**src/rtl/flush_ctrl.sv**
```systemverilog
// Branch-mispredict recovery sequencer sitting in front of the ROB flush port.
// It picks the oldest mispredict from the two integer pipes and issues a
// one-cycle flush/redirect. Dispatch stays stalled while the ROB rolls back and
// walks. An older mispredict arriving mid-recovery preempts the current one.
module flush_ctrl #(
  parameter int ROB_WIDTH   = 4,
  parameter int TIMEOUT_CYC = 64
) (
  input  logic                 clk,
  input  logic                 reset_n,
  input  logic                 br0_valid,
  input  logic [ROB_WIDTH:0]   br0_robid,
  input  logic [31:0]          br0_target,
  input  logic                 br1_valid,
  input  logic [ROB_WIDTH:0]   br1_robid,
  input  logic [31:0]          br1_target,
  input  logic [ROB_WIDTH:0]   rob_tail,
  input  logic [1:0]           rob_state,
  output logic                 flush_valid,
  output logic [ROB_WIDTH:0]   flush_robid,
  output logic                 redirect_valid,
  output logic [31:0]          redirect_pc,
  output logic                 dispatch_stall,
  output logic                 recovery_err,
  output logic [15:0]          flush_count
);

  localparam int RW = ROB_WIDTH + 1;
  localparam int TW = $clog2(TIMEOUT_CYC + 1);

  typedef enum logic [1:0] {
    IDLE      = 2'd0,
    FLUSH     = 2'd1,
    WAIT_RB   = 2'd2,
    WAIT_WALK = 2'd3
  } state_t;

  state_t        state;
  state_t        state_nxt;
  logic [RW-1:0] active_robid;
  logic [31:0]   active_pc;
  logic [TW-1:0] timer;
  logic          flush_q;
  logic          stall_q;

  logic [RW-1:0] age0;
  logic [RW-1:0] age1;
  logic [RW-1:0] active_age;
  logic [RW-1:0] cand_age;
  logic [RW-1:0] cand_robid;
  logic [31:0]   cand_pc;
  logic          cand_valid;
  logic          cand_older;
  logic          latch;
  logic          in_wait;
  logic          stay_wait;
  logic [TW:0]   wait_cnt;

  // Ages relative to the retire pointer; modular subtraction handles wrap.
  assign age0       = br0_robid - rob_tail;
  assign age1       = br1_robid - rob_tail;
  assign active_age = active_robid - rob_tail;

  // Pick the older valid report; on a tie pipe0 wins.
  always_comb begin
    // NOTE: every combinational output gets a default first so no latch is inferred.
    cand_robid = br0_robid;
    cand_pc    = br0_target;
    cand_age   = age0;
    if (br1_valid && (!br0_valid || (age1 < age0))) begin
      cand_robid = br1_robid;
      cand_pc    = br1_target;
      cand_age   = age1;
    end
  end

  assign cand_valid = br0_valid | br1_valid;
  assign cand_older = cand_valid && (cand_age < active_age);

  // Next-state logic: an older candidate always restarts the flush.
  always_comb begin
    state_nxt = state;
    latch     = 1'b0;
    case (state)
      IDLE: begin
        if (cand_valid) begin
          latch     = 1'b1;
          state_nxt = FLUSH;
        end
      end
      FLUSH: begin
        if (cand_older) begin
          latch     = 1'b1;
          state_nxt = FLUSH;
        end else begin
          state_nxt = WAIT_RB;
        end
      end
      WAIT_RB: begin
        if (cand_older) begin
          latch     = 1'b1;
          state_nxt = FLUSH;
        end else if (rob_state == 2'b01) begin
          state_nxt = WAIT_WALK;
        end
      end
      WAIT_WALK: begin
        if (cand_older) begin
          latch     = 1'b1;
          state_nxt = FLUSH;
        end else if (rob_state == 2'b00) begin
          state_nxt = IDLE;
        end
      end
      default: state_nxt = IDLE;
    endcase
  end

  assign in_wait   = (state == WAIT_RB) || (state == WAIT_WALK);
  assign stay_wait = (state_nxt == WAIT_RB) || (state_nxt == WAIT_WALK);
  assign wait_cnt  = {1'b0, timer} + (TW+1)'(1);

  // State, latched flush target, registered outputs, timer and counters.
  always_ff @(posedge clk) begin
    // NOTE: sequential state uses non-blocking assignments only.
    if (!reset_n) begin
      state        <= IDLE;
      active_robid <= '0;
      active_pc    <= '0;
      timer        <= '0;
      flush_q      <= 1'b0;
      stall_q      <= 1'b0;
      recovery_err <= 1'b0;
      flush_count  <= '0;
    end else begin
      state   <= state_nxt;
      flush_q <= (state_nxt == FLUSH);
      stall_q <= (state_nxt != IDLE);
      if (latch) begin
        active_robid <= cand_robid;
        active_pc    <= cand_pc;
      end
      if ((state == FLUSH) && (flush_count != 16'hFFFF))
        flush_count <= flush_count + 16'd1;
      if (in_wait && stay_wait)
        timer <= (wait_cnt >= (TW+1)'(TIMEOUT_CYC)) ? TW'(TIMEOUT_CYC) : wait_cnt[TW-1:0];
      else
        timer <= '0;
      if (in_wait && (wait_cnt >= (TW+1)'(TIMEOUT_CYC)))
        recovery_err <= 1'b1;
    end
  end

  assign flush_valid    = flush_q;
  assign redirect_valid = flush_q;
  assign flush_robid    = active_robid;
  assign redirect_pc    = active_pc;
  assign dispatch_stall = stall_q;

endmodule

```
**config.mk**
```make
export PLATFORM = sky130hd
export DESIGN_NAME = flush_ctrl
export DESIGN_NICKNAME = d
export VERILOG_FILES = /design/src/rtl/flush_ctrl.sv
export SDC_FILE = /design/constraint.sdc
export NUM_CORES = 1
export LEC_CHECK = 0
export CORE_ASPECT_RATIO = 1.25
export CORE_MARGIN = 10
export CORE_UTILIZATION = 48
export DETAILED_ROUTE_END_ITERATION = 16
export PLACE_DENSITY = 0.87
export SKIP_CTS_REPAIR_TIMING = 1
export SLEW_MARGIN = 0
export SYNTH_ARGS = -nofsm -noshare
export SYNTH_HDL_FRONTEND = slang
export SYNTH_SLANG_ARGS = --single-unit
```
**constraint.sdc**
```tcl
create_clock -name clk -period 7.69 [get_ports clk]
set_clock_uncertainty 0.15 [all_clocks]
set_input_delay 1.538 -clock clk [delete_from_list [all_inputs] [get_ports clk]]
set_output_delay 1.538 -clock clk [all_outputs]
set_load 0.1 [all_outputs]
```
* Word-level counts from Yosys, hierarchy flattened *
Index checks and enable logic that the tools add are counted.

cells by class
  $lt $le $gt $ge = 3
  add/sub/neg operators = 5
  bitwise operators = 3
  muxes and demuxes = 14
  reduce and logical (&&, ||, !) cells = 15
  equality and inequality tests = 8

operator list
  cell                                                                count
  2-to-1 mux 32 bit                                                   1
  adder 16 x 1 -> 16 bit (second input constant)                      1
  != test 16 bit (second input constant)                              1
  subtractor 5 bit                                                    3
  2-to-1 mux 2 bit                                                    6
  < comparator 5 bit                                                  2
  2-to-1 mux 5 bit                                                    2
  adder 7 x 1 -> 8 bit (second input constant)                        1
  equality test 2 bit (second input constant)                         4
  greater-or-equal comparator 8 x 7 -> 1 bit (second input constant)  1
  case mux 2 bit (4 select lines)                                     1
  2-to-1 mux 7 bit                                                    1
  equality test 2 x 1 -> 1 bit (second input constant)                3
  OR reduction 3 bit                                                  2
  logical AND 1 bit                                                   5
  zero test 2 bit                                                     2
  logical OR 1 bit                                                    3
  2-to-1 mux 1 bit                                                    2
  NOT 1 bit                                                           2
  case mux 1 bit (2 select lines)                                     1
  AND reduction 2 bit                                                 1
  nonzero test 2 bit                                                  1
  zero test 1 bit                                                     1
  bitwise OR 1 bit                                                    1

word-level totals
  output and inout bits = 57
  register bits = 65

* Logic depth before layout (Yosys ltp) *
  depth in word-level cells = 14
  depth in mapped cells = 23
  depth with buffers taken out = 19

* Worst setup path before layout *
No wires, ideal clock.

  path kind = input -> register
  start = input port br0_robid[0]
  end = register active_robid[1], in the netlist flush_robid[1]
  buffers on the path = 4
  required time = 7.415 ns
  setup time = 0.125 ns
  setup slack = 2.196 ns
  cell stages on the path = 22
  data arrival time = 5.219 ns
  cell sequence = inv_1 > ha_1 > inv_1 > fa_1 > a21o_1 > a21oi_1 > xnor2_1 > ha_1 > a21oi_1 > o21ai_0 > a21oi_1 > buf_2 > buf_1 > mux2i_1 > ha_1 > a211oi_1 > o21ai_0 > a31oi_4 > or2_1 > buf_4 > buf_6 > a21oi_1

on the way
  longest elaborated chain between the ends = 9
  elaborated cells on any way between the ends = 10
  those cells by class = add/sub (1); order compare (2); mux (4); reduce/logical (3)

RTL lines
  what                             line          RTL
  from (decl)                      12            input logic [ROB_WIDTH:0] br0_robid,
  subtractor 5 bit *               60            assign age0 = br0_robid - rob_tail;
  < comparator 5 bit               70            if (br1_valid && (!br0_valid || (age1 < age0))) begin
  logical OR 1 bit                 70
  logical AND 1 bit                70
  2-to-1 mux 5 bit                 70
  < comparator 5 bit               78            assign cand_older = cand_valid && (cand_age < active_age);
  logical AND 1 bit                78
  2-to-1 mux 1 bit                 92, 100, 108
  case mux 1 bit (2 select lines)  84            case (state)
  to (signal assigned)             140           active_robid <= cand_robid;
  to (decl)                        40            logic [RW-1:0] active_robid;

Every way passes the cells marked *; elsewhere a longest branch is shown, timed or not.
A chain may end at the register's enable or synchronous reset.

* Worst setup path in the final report *
  start = input port br0_robid[0]
  end = register timer[2]

on the way
  longest elaborated chain between the ends = 14
  elaborated cells on any way between the ends = 17
  those cells by class = add/sub (1); order compare (2); eq/ne (2); mux (5); bitwise (1); reduce/logical (6)

RTL lines
  what                                        line          RTL
  subtractor 5 bit *                          60
  < comparator 5 bit                          70
  logical OR 1 bit                            70
  logical AND 1 bit                           70
  2-to-1 mux 5 bit *                          70
  < comparator 5 bit *                        78
  logical AND 1 bit *                         78
  2-to-1 mux 2 bit, on equally long branches  108, 100, 92
  case mux 2 bit (4 select lines) *           84
  equality test 2 bit                         120           assign stay_wait = (state_nxt == WAIT_RB) || (state_nxt == WAIT_WALK);
  logical OR 1 bit *                          120
  logical AND 1 bit *                         145           if (in_wait && stay_wait)
  NOT 1 bit (no source line) *                -
  OR reduction 3 bit (no source line) *       -
  to (signal assigned)                        146           timer <= (wait_cnt >= (TW+1)'(TIMEOUT_CYC)) ? TW'(TIMEOUT_CYC) : wait_cnt[TW-1:0];
  to (decl)                                   42            logic [TW-1:0] timer;

Marks and branches as above.

==> impl_metrics.toml <==
[yosys]
yosysTopAreaCellShare = 0.3585
synth_cell_types = 41
seq_area_frac_synth = 0.3585
synth_area_leaders = "dfxtp_1 36%, mux2i_1 10%, ha_1 7.6%"
yosys_register_bits = 65
synth_fp_nets = 503
synth_common_cells = "65 x dfxtp_1, 47 x a21oi_1, 38 x mux2i_1"
synth_most_common_cell = "dfxtp_1"
yosys_warnings = 0
synth-main-ff-cell = "dfxtp_1"
yosysTopAreaCell = "dfxtp_1"
synthCells = 393
postSynthAreaPerCell_um2 = 9.236
synthesis.area_um2 = 3630
async_flop_share = 0
synth_edf_count = 0

[placed_design]
dp.cells = 604
globalplace.congestion = 0.8623
hpwl_um = 8351
port_buffers = 141

[floorplanning]
io_pins = 142
fp.dieH_um = 117.2
core_um2 = 7357
die_w_um = 97.78
die-area_um2 = 11460
rows = 35
start_util = 0.4934

[min_path]
hold_end = "timer[0]"
holdPathStages = 1
hold_path_class = "register to register"
min_from = "timer[0]"

[worst_setup_path]
cp_common_cell = "ha_1"
crit_chain = "clkdlybuf4s50_1, inv_1, ha_1, inv_1, fa_1, a21o_1, a21oi_1, xnor2_1, ha_1, a21oi_1, o21ai_0, a21oi_4, mux2i_1, ha_1, a211oi_1, o21ai_0, a31oi_4, buf_4, or3_1, nor2_1"
cp.depth = 20
worstReg2RegEnd = "timer[2]"
start_kind = "input port"
cp_slowest_cell = "a21oi_4"
rrSetupSlack_ps = 4190
cpPeakStageDelay_ps = 700
cpLargestDelayFamily = "compound AO/OA/AOI/OAI gates"
cp.required_ps = 7770
arrival_ps = 6680
cp_max_fo = 24
end_kind = "register"
timing_worst_setup_path_type = "input port to register"
r2r_cells = 14
r2r-start = "flush_robid[0]"
path_buf_inv = 4

[global_routing]
grt_max_degree = 59
grt_usage = 0.1835
grt-ovfl-total = 0
grt_antenna_before_repair = 0
grt_pass1_vias = 3517
grt_pass1_wl_um = 17370

[pwr]
p_per_area_nw_per_um2 = 425.1
sw_frac_of_total = 0.5683
vdd_drop_max_mv = 0.3191
p_leak_nw = 2.128
pwr-share-seq = 0.224
power_switching_w = 0.001271
p_clk_frac = 0.131
comb_power_share = 0.645
power.internal_w = 0.0009651

[sta]
max_freq_mhz = 151.5
finalCriticalPeriod_ps = 6599
worstMarginPinSlew_ps = 1012
rsz0062_at_grt = "no"
setup-tns-final_ps = 0
setup_viol = 0
relSlewSlack = 0.3233
final_hold_viol_count = 0
finalMaxSlewViolations = 0
post-route-period-util = 0.8582

[layout]
syn2layout_area_growth_pct = 44.88
num_antenna_cells = 0
n_fill_cell = 572
fin_nets = 633
multi_input_area_um2 = 2141
stdcell_count = 620
seqCellArea_um2 = 1301
drive_above_1_share = 0.04924

[cts]
cts.sinks = 65
clock_latency_ps = 340
cts.htree.levels = 3
clockBufferDepth = 2
clkTransAtPathRegs_ps = 70
cts_tree = "yes"
cts-root-buf = "clkbuf_8"
cts_made_buffers = 9

[detailed_routing]
dr.pass1.iters = 5
drc = 0
drt.antenna.violating_nets = 0
drt_iter0_markers = 141
viasPerCell = 5.442
avgRoutedWirePerCell_um = 17.48
wirelength_um = 10840
num_vias = 3374

[run_status]
run_status = "complete, no violations"

[run]
max_cap_viol_count = 0
per-stage QoR:
step	power [W]	worst slack, ps	util	hold WS (ps)	instance area, um^2
final	0.002236	1091	0.7148	299.7	5259
after global placement	0.001925	934.6	0.6874	277.3	5057
after global routing	0.002352	731.9	0.7148	323.1	5259
after CTS	0.002253	1060	0.7148	306.9	5259
after floorplan	0.001632	2196	-	267.4	3630
after detailed placement	0.001952	685.4	0.6874	288.0	5057
worst max-delay path by stage:
stage,to,slack (ps),from
3_3_place_gp,timer[2],930,br0_robid[0]
4_1_cts,redirect_pc[22],1060,br0_robid[0]
6_report,timer[2],1090,br0_robid[0]
2_1_floorplan,flush_robid[1],2200,br0_robid[0]
3_5_place_dp,redirect_pc[22],690,br0_robid[0]
5_1_grt,flush_robid[2],730,br0_robid[0]
power groups by stage:
stage	Combinational, W	Clock, W	Sequential (W)
after floorplan	0.000512	0	0.00112
after global placement	0.00142	0	0.000504
after detailed placement	0.00145	0	0.000506
after CTS	0.00145	0.000301	0.000502
after global routing	0.00153	0.000313	0.000513
final	0.00144	0.000293	0.000502
routing by layer:
metal,share of wire,up-vias,GRT usage
li1,-,1669,-
met1,0.41,1576,0.1958
met2,0.50,119,0.3251
met3,0.077,10,0.06812
met4,0.012,0,0.06990
met5,0,-,0
area by class of cell:
| class | count | share of cell area |
|---|---|---|
| Multi-Input combinational cell | 285 | 0.4071 |
| Tap cell | 92 | 0.02189 |
| Inverter | 17 | 0.01213 |
| Clock inverter | 7 | 0.01475 |
| Sequential cell | 65 | 0.2474 |
| Timing Repair Buffer | 145 | 0.2731 |
| Clock buffer | 9 | 0.02355 |
cell usage in the layout, fill, tap and decap left out, types with 2 or more instances in the layout:
cell type,netlist,layout
xor2_1,11,11
buf_4,2,4
xnor2_1,18,18
a21boi_1,2,2
dfxtp_1,65,65
or3_1,3,3
fa_1,3,3
ha_1,22,22
clkinv_4,0,2
and2_1,14,14
a21o_1,7,7
nor2_1,13,13
a21oi_1,47,46
nor3_1,5,4
and3_1,5,5
mux2_2,2,2
nand3_1,7,7
nor2b_1,7,7
o31ai_1,36,36
nand2_1,16,16
inv_1,17,17
nand4_1,7,7
o21ai_0,8,8
inv_6,0,2
clkdlybuf4s50_1,0,140
mux2i_1,38,38
clkbuf_8,0,9
state kept, by name (all words and copies together), names as in the netlist:
name            cells
redirect_pc        32
flush_count        16
timer               7
flush_robid         5
state               2
dispatch_stall      1
flush_valid         1
recovery_err        1
logic make-up after synthesis:
kind of cell,Yosys count,share of synthesized area
AO/OA/AOI/OAI,109,0.1937
XOR/XNOR,29,0.06997
adder cells (fa/ha/maj),25,0.09238
buffers and inverters,43,0.05619
flip-flops,65,0.3585
multiplexers,40,0.1110
AND/OR/NAND/NOR,82,0.1182
Note: power is estimated with default switching activity, not from simulation.
